[src/rtl/pwm_capture.sv]
// pwm_capture: measures period and high time of an asynchronous PWM input
// in clk cycles, and flags a stalled input as a timeout.
module pwm_capture #(
    parameter int CNT_W       = 16,
    parameter int SYNC_STAGES = 2
) (
    input  logic             clk,
    input  logic             rstn,
    input  logic             en,
    input  logic             pwm_in,
    output logic [CNT_W-1:0] period,
    output logic [CNT_W-1:0] high_time,
    output logic             valid,
    output logic             timeout,
    output logic             stuck_hi
);

    typedef enum logic [1:0] {
        IDLE,
        WAIT_RISE,
        MEAS_HIGH,
        MEAS_LOW
    } state_t;

    localparam logic [CNT_W-1:0] CNT_MAX = '1;
    localparam logic [CNT_W-1:0] CNT_ONE = CNT_W'(1);

    logic [SYNC_STAGES-1:0] sync;
    logic                   s;
    logic                   s_d;
    logic                   rise;
    logic                   fall;

    state_t           state;
    state_t           state_nx;
    logic [CNT_W-1:0] cnt;
    logic [CNT_W-1:0] cnt_nx;
    logic [CNT_W-1:0] cnt_inc;
    logic [CNT_W-1:0] hi_tmp;
    logic [CNT_W-1:0] hi_tmp_nx;
    logic [CNT_W-1:0] period_nx;
    logic [CNT_W-1:0] high_time_nx;
    logic             valid_nx;
    logic             timeout_nx;
    logic             stuck_hi_nx;

    always_ff @(posedge clk or negedge rstn) begin
        if (!rstn) begin
            sync <= '0;
            s_d  <= 1'b0;
        end else begin
            sync <= {sync[SYNC_STAGES-2:0], pwm_in};
            s_d  <= s;
        end
    end

    assign s    = sync[SYNC_STAGES-1];
    assign rise = s & ~s_d;
    assign fall = ~s & s_d;

    // Saturating increment; a full counter always ends in a timeout or a report.
    assign cnt_inc = (cnt == CNT_MAX) ? cnt : cnt + CNT_ONE;

    always_ff @(posedge clk or negedge rstn) begin
        if (!rstn) begin
            state     <= IDLE;
            cnt       <= '0;
            hi_tmp    <= '0;
            period    <= '0;
            high_time <= '0;
            valid     <= 1'b0;
            timeout   <= 1'b0;
            stuck_hi  <= 1'b0;
        end else begin
            state     <= state_nx;
            cnt       <= cnt_nx;
            hi_tmp    <= hi_tmp_nx;
            period    <= period_nx;
            high_time <= high_time_nx;
            valid     <= valid_nx;
            timeout   <= timeout_nx;
            stuck_hi  <= stuck_hi_nx;
        end
    end

    always_comb begin
        state_nx     = state;
        cnt_nx       = cnt;
        hi_tmp_nx    = hi_tmp;
        period_nx    = period;
        high_time_nx = high_time;
        valid_nx     = 1'b0;
        timeout_nx   = 1'b0;
        stuck_hi_nx  = stuck_hi;
        if (!en) begin
            state_nx = IDLE;
        end else begin
            unique case (state)
                IDLE: begin
                    state_nx = WAIT_RISE;
                end
                WAIT_RISE: begin
                    if (rise) begin
                        cnt_nx   = CNT_ONE;
                        state_nx = MEAS_HIGH;
                    end
                end
                MEAS_HIGH: begin
                    cnt_nx = cnt_inc;
                    if (fall) begin
                        hi_tmp_nx = cnt;
                        state_nx  = MEAS_LOW;
                    end else if (cnt == CNT_MAX) begin
                        timeout_nx  = 1'b1;
                        stuck_hi_nx = s;
                        state_nx    = WAIT_RISE;
                    end
                end
                MEAS_LOW: begin
                    cnt_nx = cnt_inc;
                    if (rise) begin
                        period_nx    = cnt;
                        high_time_nx = hi_tmp;
                        valid_nx     = 1'b1;
                        cnt_nx       = CNT_ONE;
                        state_nx     = MEAS_HIGH;
                    end else if (cnt == CNT_MAX) begin
                        timeout_nx  = 1'b1;
                        stuck_hi_nx = s;
                        state_nx    = WAIT_RISE;
                    end
                end
                default: begin
                    state_nx = IDLE;
                end
            endcase
        end
    end

endmodule
[config.mk]
export PLATFORM = sky130hd
export DESIGN_NAME = pwm_capture
export DESIGN_NICKNAME = d
export VERILOG_FILES = /design/src/rtl/pwm_capture.sv
export SDC_FILE = /design/constraint.sdc
export NUM_CORES = 1
export LEC_CHECK = 0
export ABC_AREA = 1
export ABC_CLOCK_PERIOD_IN_PS = 2200
export BUFFER_PORTS_ARGS = -buffer_cell sky130_fd_sc_hd__buf_2
export CAP_MARGIN = 40
export CELL_PAD_IN_SITES_DETAIL_PLACEMENT = 0
export CELL_PAD_IN_SITES_GLOBAL_PLACEMENT = 1
export CORE_MARGIN = 2
export CORE_UTILIZATION = 43
export DETAILED_ROUTE_END_ITERATION = 16
export GPL_ROUTABILITY_DRIVEN = 0
export PLACE_DENSITY = 0.77
export SYNTH_ARGS = -nofsm -noshare
export SYNTH_HDL_FRONTEND = slang
export SYNTH_SLANG_ARGS = --single-unit
[constraint.sdc]
create_clock -name clk -period 2.2 [get_ports clk]
set_clock_uncertainty 0.05 [all_clocks]
set_input_delay 0.33 -clock clk [delete_from_list [all_inputs] [get_ports clk]]
set_output_delay 0.33 -clock clk [all_outputs]
set_load 0.05 [all_outputs]
==> results of run 1 <==
## power by group through the flow
stage | sequential, mW | combinational (mW) | clock (mW)
after floorplan | 1.62 | 0.178 | 0
after global placement | 1.53 | 0.390 | 0
after detailed placement | 1.54 | 0.392 | 0
after CTS | 1.51 | 0.394 | 0.959
after global routing | 1.53 | 0.441 | 1.03
final | 1.51 | 0.389 | 0.923
## per-stage QoR
step                      std cells  util (%)
final                           518      50.4
after global routing            518      50.4
after CTS                       518      50.4
after detailed placement        502      47.9
after global placement          502      47.9
after floorplan                 372         -
## worst min path at each step
stage | startpoint | end | slack [ps] | cells after the start
floorplan | rstn | cnt[0] | -20 | 0
global route | pwm_in | sync[0] | 8 | 1
finish | pwm_in | sync[0] | 30 | 1
detailed placement | sync[0] | sync[1] | 290 | 0
global placement | sync[0] | sync[1] | 290 | 0
CTS | pwm_in | sync[0] | 10 | 1
## cells in the final DEF, fill, tap and decap left out, drive strengths merged
| cell | instances |
|---|---|
| nand2 | 151 |
| clkinv | 4 |
| ha | 1 |
| o21ai | 36 |
| clkbuf | 10 |
| a21oi | 4 |
| inv | 36 |
| dlygate4sd3 | 1 |
| nor3 | 4 |
| buf | 42 |
| nand4 | 5 |
| a41oi | 1 |
| dfrtp | 72 |
| nor2 | 31 |
| o2111ai | 1 |
| nand3 | 20 |
## routing by layer
layer | wire length, µm | track usage [%] | vias up
li1 | - | - | 1248
met1 | 3310 | 25.5 | 1093
met2 | 2660 | 25.4 | 39
met3 | 202 | 5.54 | 10
met4 | 89 | 7.19 | 0
met5 | 0 | 0 | -
## cells in the mapped netlist, drive strengths merged
master   number  share of area, %
inv          35               4.2
ha            1              0.40
nand4         5               1.0
a41oi         1              0.28
o21ai        36               5.7
nand3        20               3.7
buf           7               1.8
clkbuf        4              0.48
nor3          4              0.64
a21oi         4              0.64
o2111ai       1              0.28
dfrtp        72                57
nor2         31               4.9
nand2       151                19
## final cells by class
class | count | area [µm²] | area share, %
Multi-Input combinational cell | 254 | 1140 | 31.4
Tap cell | 99 | 124 | 3.42
Clock inverter | 5 | 32.5 | 0.899
Timing Repair Buffer | 43 | 255 | 7.05
Inverter | 35 | 131 | 3.63
Clock buffer | 10 | 138 | 3.80
Sequential cell | 72 | 1800 | 49.8
## registers in the layout (all words and copies together), names as in the netlist
register	count
hi_tmp	16
timeout	1
sync	2
state	2
high_time	16
valid	1
s_d	1
stuck_hi	1
period	16
cnt	16
## critical path, cell delays in order (launching register included)
cell and delay (ps):
dfrtp_1 390, ha_1 220, nand2_1 110, nor2_2 140
nand2_4 100, nor2_8 110, nand2_4 150, nand2_1 150
nand2_1 60, nand2_1 50, nor2_1 50
## cell families after synthesis
group / synth area share, %
simple gates: 28.8
compound gates: 6.93
buf+inv: 6.45
flops: 57.4
fa+ha+maj: 0.398
==> results.json, run 1 <==
{
  "fin_nets": 420,
  "syn_inst": 372,
  "ys_warn_count": 0,
  "cts_buffer_depth": 2,
  "syn_nets": 377,
  "fin_ws_ps": 515,
  "cp-startpoint": "cnt[1]",
  "slew_headroom_pct": 72.7,
  "drt_wl_total_mm": 6.26,
  "required_ps": 2390,
  "io_buffer_count": 38,
  "post_cts_buffers": 0,
  "fill_cells": 711,
  "core-area_mm2": 0.00718,
  "cp_max_fo": 18,
  "clk_pin_slew_ps": 80,
  "cts_root_buf": "clkbuf_8",
  "wire_per_inst_um": 12.1,
  "worstMarginPinSlew_ps": 408,
  "crit_end": "cnt[1]",
  "status": "completed",
  "synth_cell_types": 24,
  "max_clock_freq_mhz": 593,
  "endpoint_kind": "flip-flop",
  "die_h_um": 89.5,
  "p_int_mw": 1.96,
  "combinationalPowerShare_pct": 13.8,
  "power_mw": 2.82,
  "hold_viol_final": 0,
  "syn_area_mm2": 0.00314,
  "yosysSeqAreaShare_pct": 57.4,
  "path_class": "flip-flop to flip-flop",
  "drive_gt1_share_pct": 17.7,
  "numCtsBuffers": 9,
  "drtPass1Iterations": 4,
  "initial_core_util_pct": 43.8,
  "dp.final_hpwl_mm": 4.33,
  "cts.sinks": 72,
  "detail_route.iter0.violations": 129,
  "ir_drop_mv": 0.300,
  "r2r_cells": 10,
  "vias_per_cell": 4.61,
  "r2r-end": "cnt[1]",
  "first_global_vias": 2257,
  "cp-start-kind": "flip-flop",
  "drc": 0,
  "antenna_found_initial": 0,
  "arrival_ps": 1880,
  "power_switching_mw": 0.859,
  "final_cell_area_mm2": 0.00362,
  "p_sw_share_pct": 30.4,
  "vias": 2390,
  "pre_cts_ws_ps": 516,
  "cts_resized": 0,
  "max-cap-violations": 0,
  "reg2reg_slack_ps": 510,
  "cts_tree": "built",
  "grtUsageTotal_pct": 17.9,
  "drtAntennaViolNets": 0,
  "ios": 39,
  "clk_latency_ps": 350,
  "power.leakage_nw": 2.02,
  "n_antenna_cell": 0,
  "fin_setup_tns_ps": 0,
  "syn2layout_area_growth_pct": 15.2,
  "pwr-share-seq_pct": 53.5,
  "drv_slew": 0,
  "h-tree-depth": 3,
  "layout_min_cycle_time_ps": 1690,
  "min_period_over_period_pct": 76.6,
  "grt_max_degree": 73,
  "min_path_type": "input pin to flip-flop",
  "rows": 31,
  "rsz0062_at_grt": "no",
  "grt-ovfl-total": 0,
  "die_w_um": 89.5,
  "reg2reg_from": "cnt[1]",
  "placed_area_mm2": 0.00344,
  "grt_pass1_wl_mm": 10.8,
  "avgSynthCellArea_um2": 8.44,
  "setup_viol_count_final": 0,
  "die-area_mm2": 0.00800,
  "cellPowerDensity_mw_per_mm2": 780,
  "ctsHoldBuffers": 1,
  "hold-worst-slack_ps": 33.3,
  "clkPwrFrac_pct": 32.7,
  "ys_ff_latch": 72
}
Note: power is estimated with default switching activity, not from simulation.
==> run 2, diff against run 1 <==
- ABC_CLOCK_PERIOD_IN_PS: 2200 -> 1400
- CORE_UTILIZATION: 43 -> 39
- PLACE_DENSITY: 0.77 -> 0.73
- clock period: 2.2 -> 1.4 ns (I/O delays scaled with it)
==> results.json, run 2 (same netlist as run 1, synthesis figures left out) <==
{
  "reg2reg_from": "cnt[1]",
  "cts.sinks": 72,
  "hold_viol_final": 0,
  "layout_min_cycle_time_ps": 1530,
  "drtAntennaViolNets": 0,
  "rsz0062_at_grt": "yes",
  "power_mw": 5.14,
  "grt-ovfl-total": 0,
  "syn2layout_area_growth_pct": 43.2,
  "path_class": "flip-flop to flip-flop",
  "grt_pass1_wl_mm": 12.2,
  "clk_pin_slew_ps": 70,
  "ir_drop_mv": 0.472,
  "final_cell_mix": "nand2_1, dfrtp_1, buf_2, buf_4",
  "worstPathCellList": "ha_2 -> nand2_2 -> nor2_4 -> nand2_4 -> nor2_8 -> nand2_8 -> nand2_4 -> nand2_2 -> nand2_1 -> nor2_1",
  "met2_usage_pct": 27.2,
  "antenna_found_initial": 0,
  "numCtsBuffers": 9,
  "endpoint_kind": "flip-flop",
  "power_switching_mw": 1.52,
  "max-cap-violations": 0,
  "rows": 32,
  "die_h_um": 93.7,
  "drc": 0,
  "grt_max_degree": 38,
  "power.leakage_nw": 2.39,
  "place_inst": 539,
  "vias_per_cell": 4.75,
  "worstMarginPinSlew_ps": 415,
  "die_w_um": 93.7,
  "detail_route.iter0.violations": 128,
  "r2r_cells": 10,
  "p_int_mw": 3.62,
  "cp_max_fo": 9,
  "die-area_mm2": 0.00879,
  "p_sw_share_pct": 29.5,
  "critPathBufInv": 0,
  "violations": "negative setup slack",
  "crit_cells": 10,
  "fin_cells": 568,
  "cp-startpoint": "cnt[1]",
  "n_antenna_cell": 0,
  "drtPass1Iterations": 4,
  "final_common_cell": "nand2_1",
  "grt_busiest_layer": "met2",
  "cts_tree": "built",
  "drive_gt1_share_pct": 39.9,
  "required_ps": 1590,
  "initial_core_util_pct": 40.4,
  "h-tree-depth": 3,
  "vias": 2698,
  "slew_headroom_pct": 72.3,
  "drv_slew": 0,
  "status": "finished, violations left",
  "arrival_ps": 1710,
  "max_clock_freq_mhz": 654,
  "setup_viol_count_final": 49,
  "final_util_pct": 57.9,
  "grtUsageTotal_pct": 17.9,
  "io_buffer_count": 38,
  "min_period_over_period_pct": 109,
  "first_global_vias": 2576,
  "fin_ws_ps": -128,
  "ios": 39,
  "min_from": "en",
  "cts_buffer_depth": 2,
  "clk_latency_ps": 350,
  "critPathTopFamily": "simple AND/OR/NAND/NOR gates",
  "crit_slowest_cell": "dfrtp_1",
  "min_path_cells": 3,
  "cts_root_buf": "clkbuf_8",
  "grt_use_met3_pct": 3.85,
  "fin_nets": 466,
  "drt_wl_total_mm": 7.95,
  "core-area_mm2": 0.00777,
  "combinationalPowerShare_pct": 18.1,
  "clkPwrFrac_pct": 35.7,
  "cellPowerDensity_mw_per_mm2": 1140,
  "wire_per_inst_um": 14.0,
  "min_path_type": "input pin to flip-flop",
  "pwr-share-seq_pct": 46.2,
  "use_met1_pct": 25.2,
  "cp-start-kind": "flip-flop",
  "dp.final_hpwl_mm": 4.91,
  "max_stage_delay_ps": 380
}
==> run 2: repair_timing <==
item                                    CTS  global route
endpoints found under the setup margin   20            61
pin swaps                                 1             7
cloned                                    1             7
hold endpoints to repair                 14             0
gates resized for setup                  10            99
setup buffers                             0             3
hold buffers                              2             0
==> run 2: path summary, 6_finish.rpt <==
| kind | end | slack (ps) |
|---|---|---|
| worst max-delay path | cnt[1] | -130 |
| worst min-delay path | state[0] | 90 |
| worst max register to register | cnt[1] | -130 |
| worst min register to register | sync[1] | 310 |
| max in group asynchronous | cnt[10] | 500 |
| min in group asynchronous | high_time[0] | 270 |
==> run 2: power groups by stage <==
stage	clock [mW]	sequential, mW	combinational [mW]
3_5_place_dp	0	2.39	0.846
2_1_floorplan	0	2.55	0.296
6_report	1.84	2.37	0.928
4_1_cts	1.88	2.35	0.863
5_1_grt	1.96	2.40	1.03
3_3_place_gp	0	2.39	0.833
==> run 2: cell type report <==
cell class / instances / area [µm²]
sequential: 72 / 1800
clock buffer: 10 / 128
multi-input combinational: 255 / 1460
tap: 102 / 128
timing repair buffer: 88 / 753
fill: 692 / 3270
inverter: 35 / 136
clock inverter: 6 / 92.6
==> run 2: through the flow <==
stage	hold WS, ps	worst slack (ps)	TNS, ps	area, µm²
6_report	93.5	-128	-2610	4500
5_1_grt	98.7	-230	-7320	4500
4_1_cts	88.2	-95.2	-1260	4030
3_5_place_dp	119	-197	-1700	3740
3_3_place_gp	108	-142	-1130	3740
2_1_floorplan	-136	-112	-958	3160
==> run 2: worst reg2reg max path: stages, from the launching register on <==
cell,delay [ps]
dfrtp_1,380
ha_2,200
nand2_2,70
nor2_4,120
nand2_4,100
nor2_8,160
nand2_8,110
nand2_4,90
nand2_2,40
nand2_1,50
nor2_1,40
==> run 2: metal layers <==
metal | vias up | wire [µm]
met5 | - | 0
met4 | 0 | 131
met3 | 12 | 308
met2 | 53 | 3770
met1 | 1278 | 3740
li1 | 1355 | -
==> run 3, diff against run 2 <==
- SETUP_SLACK_MARGIN: default -> 0.3
==> results.json, run 3 (same netlist as run 1, synthesis figures left out) <==
{
  "status": "finished, violations left",
  "violations": "negative setup slack",
  "h-tree-depth": 3,
  "fin_ws_ps": -127,
  "power_mw": 5.39,
  "cts_root_buf": "clkbuf_8",
  "ir_drop_mv": 0.532,
  "clk_latency_ps": 350,
  "min_path_type": "input pin to flip-flop",
  "path_common_cell": "buf_6",
  "drv_slew": 0,
  "grt_pass1_wl_mm": 14.3,
  "combinationalPowerShare_pct": 20.8,
  "critPathBufInv": 6,
  "fin_nets": 509,
  "reg2reg_slack_ps": -130,
  "reg2reg_from": "s_d",
  "cp_max_fo": 6,
  "cellPowerDensity_mw_per_mm2": 1040,
  "drtPass1Iterations": 4,
  "die_w_um": 93.7,
  "worstPathCellList": "inv_2 -> nand3_4 -> buf_6 -> nor2_4 -> inv_4 -> buf_6 -> buf_12 -> buf_16 -> nand2_2 -> nand2_1",
  "cp-startpoint": "s_d",
  "n_antenna_cell": 0,
  "slew_headroom_pct": 73.5,
  "required_ps": 1590,
  "rsz0062_at_grt": "yes",
  "min_period_over_period_pct": 109,
  "layout_min_cycle_time_ps": 1530,
  "numCtsBuffers": 9,
  "power_switching_mw": 1.59,
  "die-area_mm2": 0.00879,
  "critPathTopFamily": "buffers and inverters",
  "first_global_vias": 2932,
  "p_int_mw": 3.80,
  "ios": 39,
  "vias_per_cell": 4.76,
  "die_h_um": 93.7,
  "rows": 32,
  "clkPwrFrac_pct": 35.2,
  "placed_area_mm2": 0.00370,
  "cts_tree": "built",
  "hold_viol_final": 0,
  "grtUsageTotal_pct": 21.6,
  "cp-start-kind": "flip-flop",
  "wire_per_inst_um": 14.8,
  "cts_buffer_depth": 2,
  "fin_cells": 611,
  "p_sw_share_pct": 29.5,
  "power.leakage_nw": 2.68,
  "max_clock_freq_mhz": 655,
  "core-area_mm2": 0.00777,
  "cts.sinks": 72,
  "max-cap-violations": 0,
  "place_inst": 533,
  "drtAntennaViolNets": 0,
  "final_util_pct": 66.8,
  "grt-ovfl-total": 0,
  "syn2layout_area_growth_pct": 65.2,
  "pwr-share-seq_pct": 44.0,
  "arrival_ps": 1720,
  "final_cell_mix": "nand2_1, buf_4, dfrtp_1, buf_6",
  "max_stage_delay_ps": 390,
  "dp.final_hpwl_mm": 4.67,
  "clk_pin_slew_ps": 80,
  "endpoint_kind": "flip-flop",
  "antenna_found_initial": 0,
  "grt_max_degree": 73,
  "worstMarginPinSlew_ps": 397,
  "setup_viol_count_final": 40,
  "drive_gt1_share_pct": 47.9,
  "initial_core_util_pct": 40.4,
  "drt_wl_total_mm": 9.01,
  "final_common_cell": "nand2_1",
  "final_cell_area_mm2": 0.00519,
  "detail_route.iter0.violations": 113,
  "vias": 2909,
  "drc": 0,
  "fill_cells": 622,
  "io_buffer_count": 38,
  "path_class": "flip-flop to flip-flop",
  "crit_slowest_cell": "dfrtp_1",
  "min_from": "en"
}
-- run 3: changes by cell type in the layout (fill, tap and decap cells not counted), sizes merged --
| cell | before | now |
|---|---|---|
| clkbuf | 16 | 10 |
| clkinvlp | 2 | 1 |
| buf | 80 | 129 |
| inv | 35 | 37 |
| clkinv | 2 | 1 |
-- run 3: what timing repair did --
action | 4_1_cts | 5_1_grt
hold buffers | 2 | 0
gates resized for setup | 138 | 55
setup endpoints to repair | 104 | 104
gates cloned | 8 | 0
hold endpoints to repair | 73 | 0
pin swaps | 14 | 13
buffers inserted | 35 | 17
-- run 3: area by class of cell --
cell class	count	area (µm²)	share of cell area, %
timing repair buffer	131	1340	25.8
sequential	72	1800	34.7
multi-input combinational	255	1560	30.1
clock buffer	10	138	2.65
tap	102	128	2.46
inverter	35	134	2.58
clock inverter	6	90.1	1.74
-- run 3: path summary, 6_finish.rpt --
kind	to	depth (start not counted)
max	high_time[15]	10
min	state[0]	3
max reg2reg	high_time[15]	10
min reg2reg	sync[1]	0
max in group asynchronous	high_time[9]	3
min in group asynchronous	period[5]	3
-- run 3: stage by stage --
stage	TNS, ps	setup slack, ps	hold slack [ps]
after floorplan	-958	-112	-136
after global placement	-1150	-133	221
after detailed placement	-1920	-180	223
after CTS	-1790	-99.7	84.9
after global routing	-5830	-196	129
final	-1990	-127	119
-- run 3: layer usage --
| layer | track usage [%] | vias up | share of wire [%] | wire length [µm] |
|---|---|---|---|---|
| met5 | 0 | - | 0 | 0 |
| met4 | 8.33 | 0 | 1.9 | 170 |
| met3 | 4.17 | 13 | 2.3 | 203 |
| met2 | 35.7 | 39 | 51 | 4630 |
| met1 | 27.9 | 1420 | 45 | 4010 |
| li1 | - | 1437 | - | - |
-- run 3: power groups by stage --
stage                     Clock (mW)  Combinational, mW  Sequential [mW]
final                           1.90               1.12             2.37
after global routing            2.01               1.22             2.39
after CTS                       1.93               1.00             2.37
after detailed placement           0              0.840             2.39
after global placement             0              0.831             2.38
after floorplan                    0              0.309             2.55
-- run 3: tightest hold or removal path, delay by kind of cell --
family,cells,cell delay [ps]
compound gates,1,30
buf+inv,1,140
simple gates,1,90
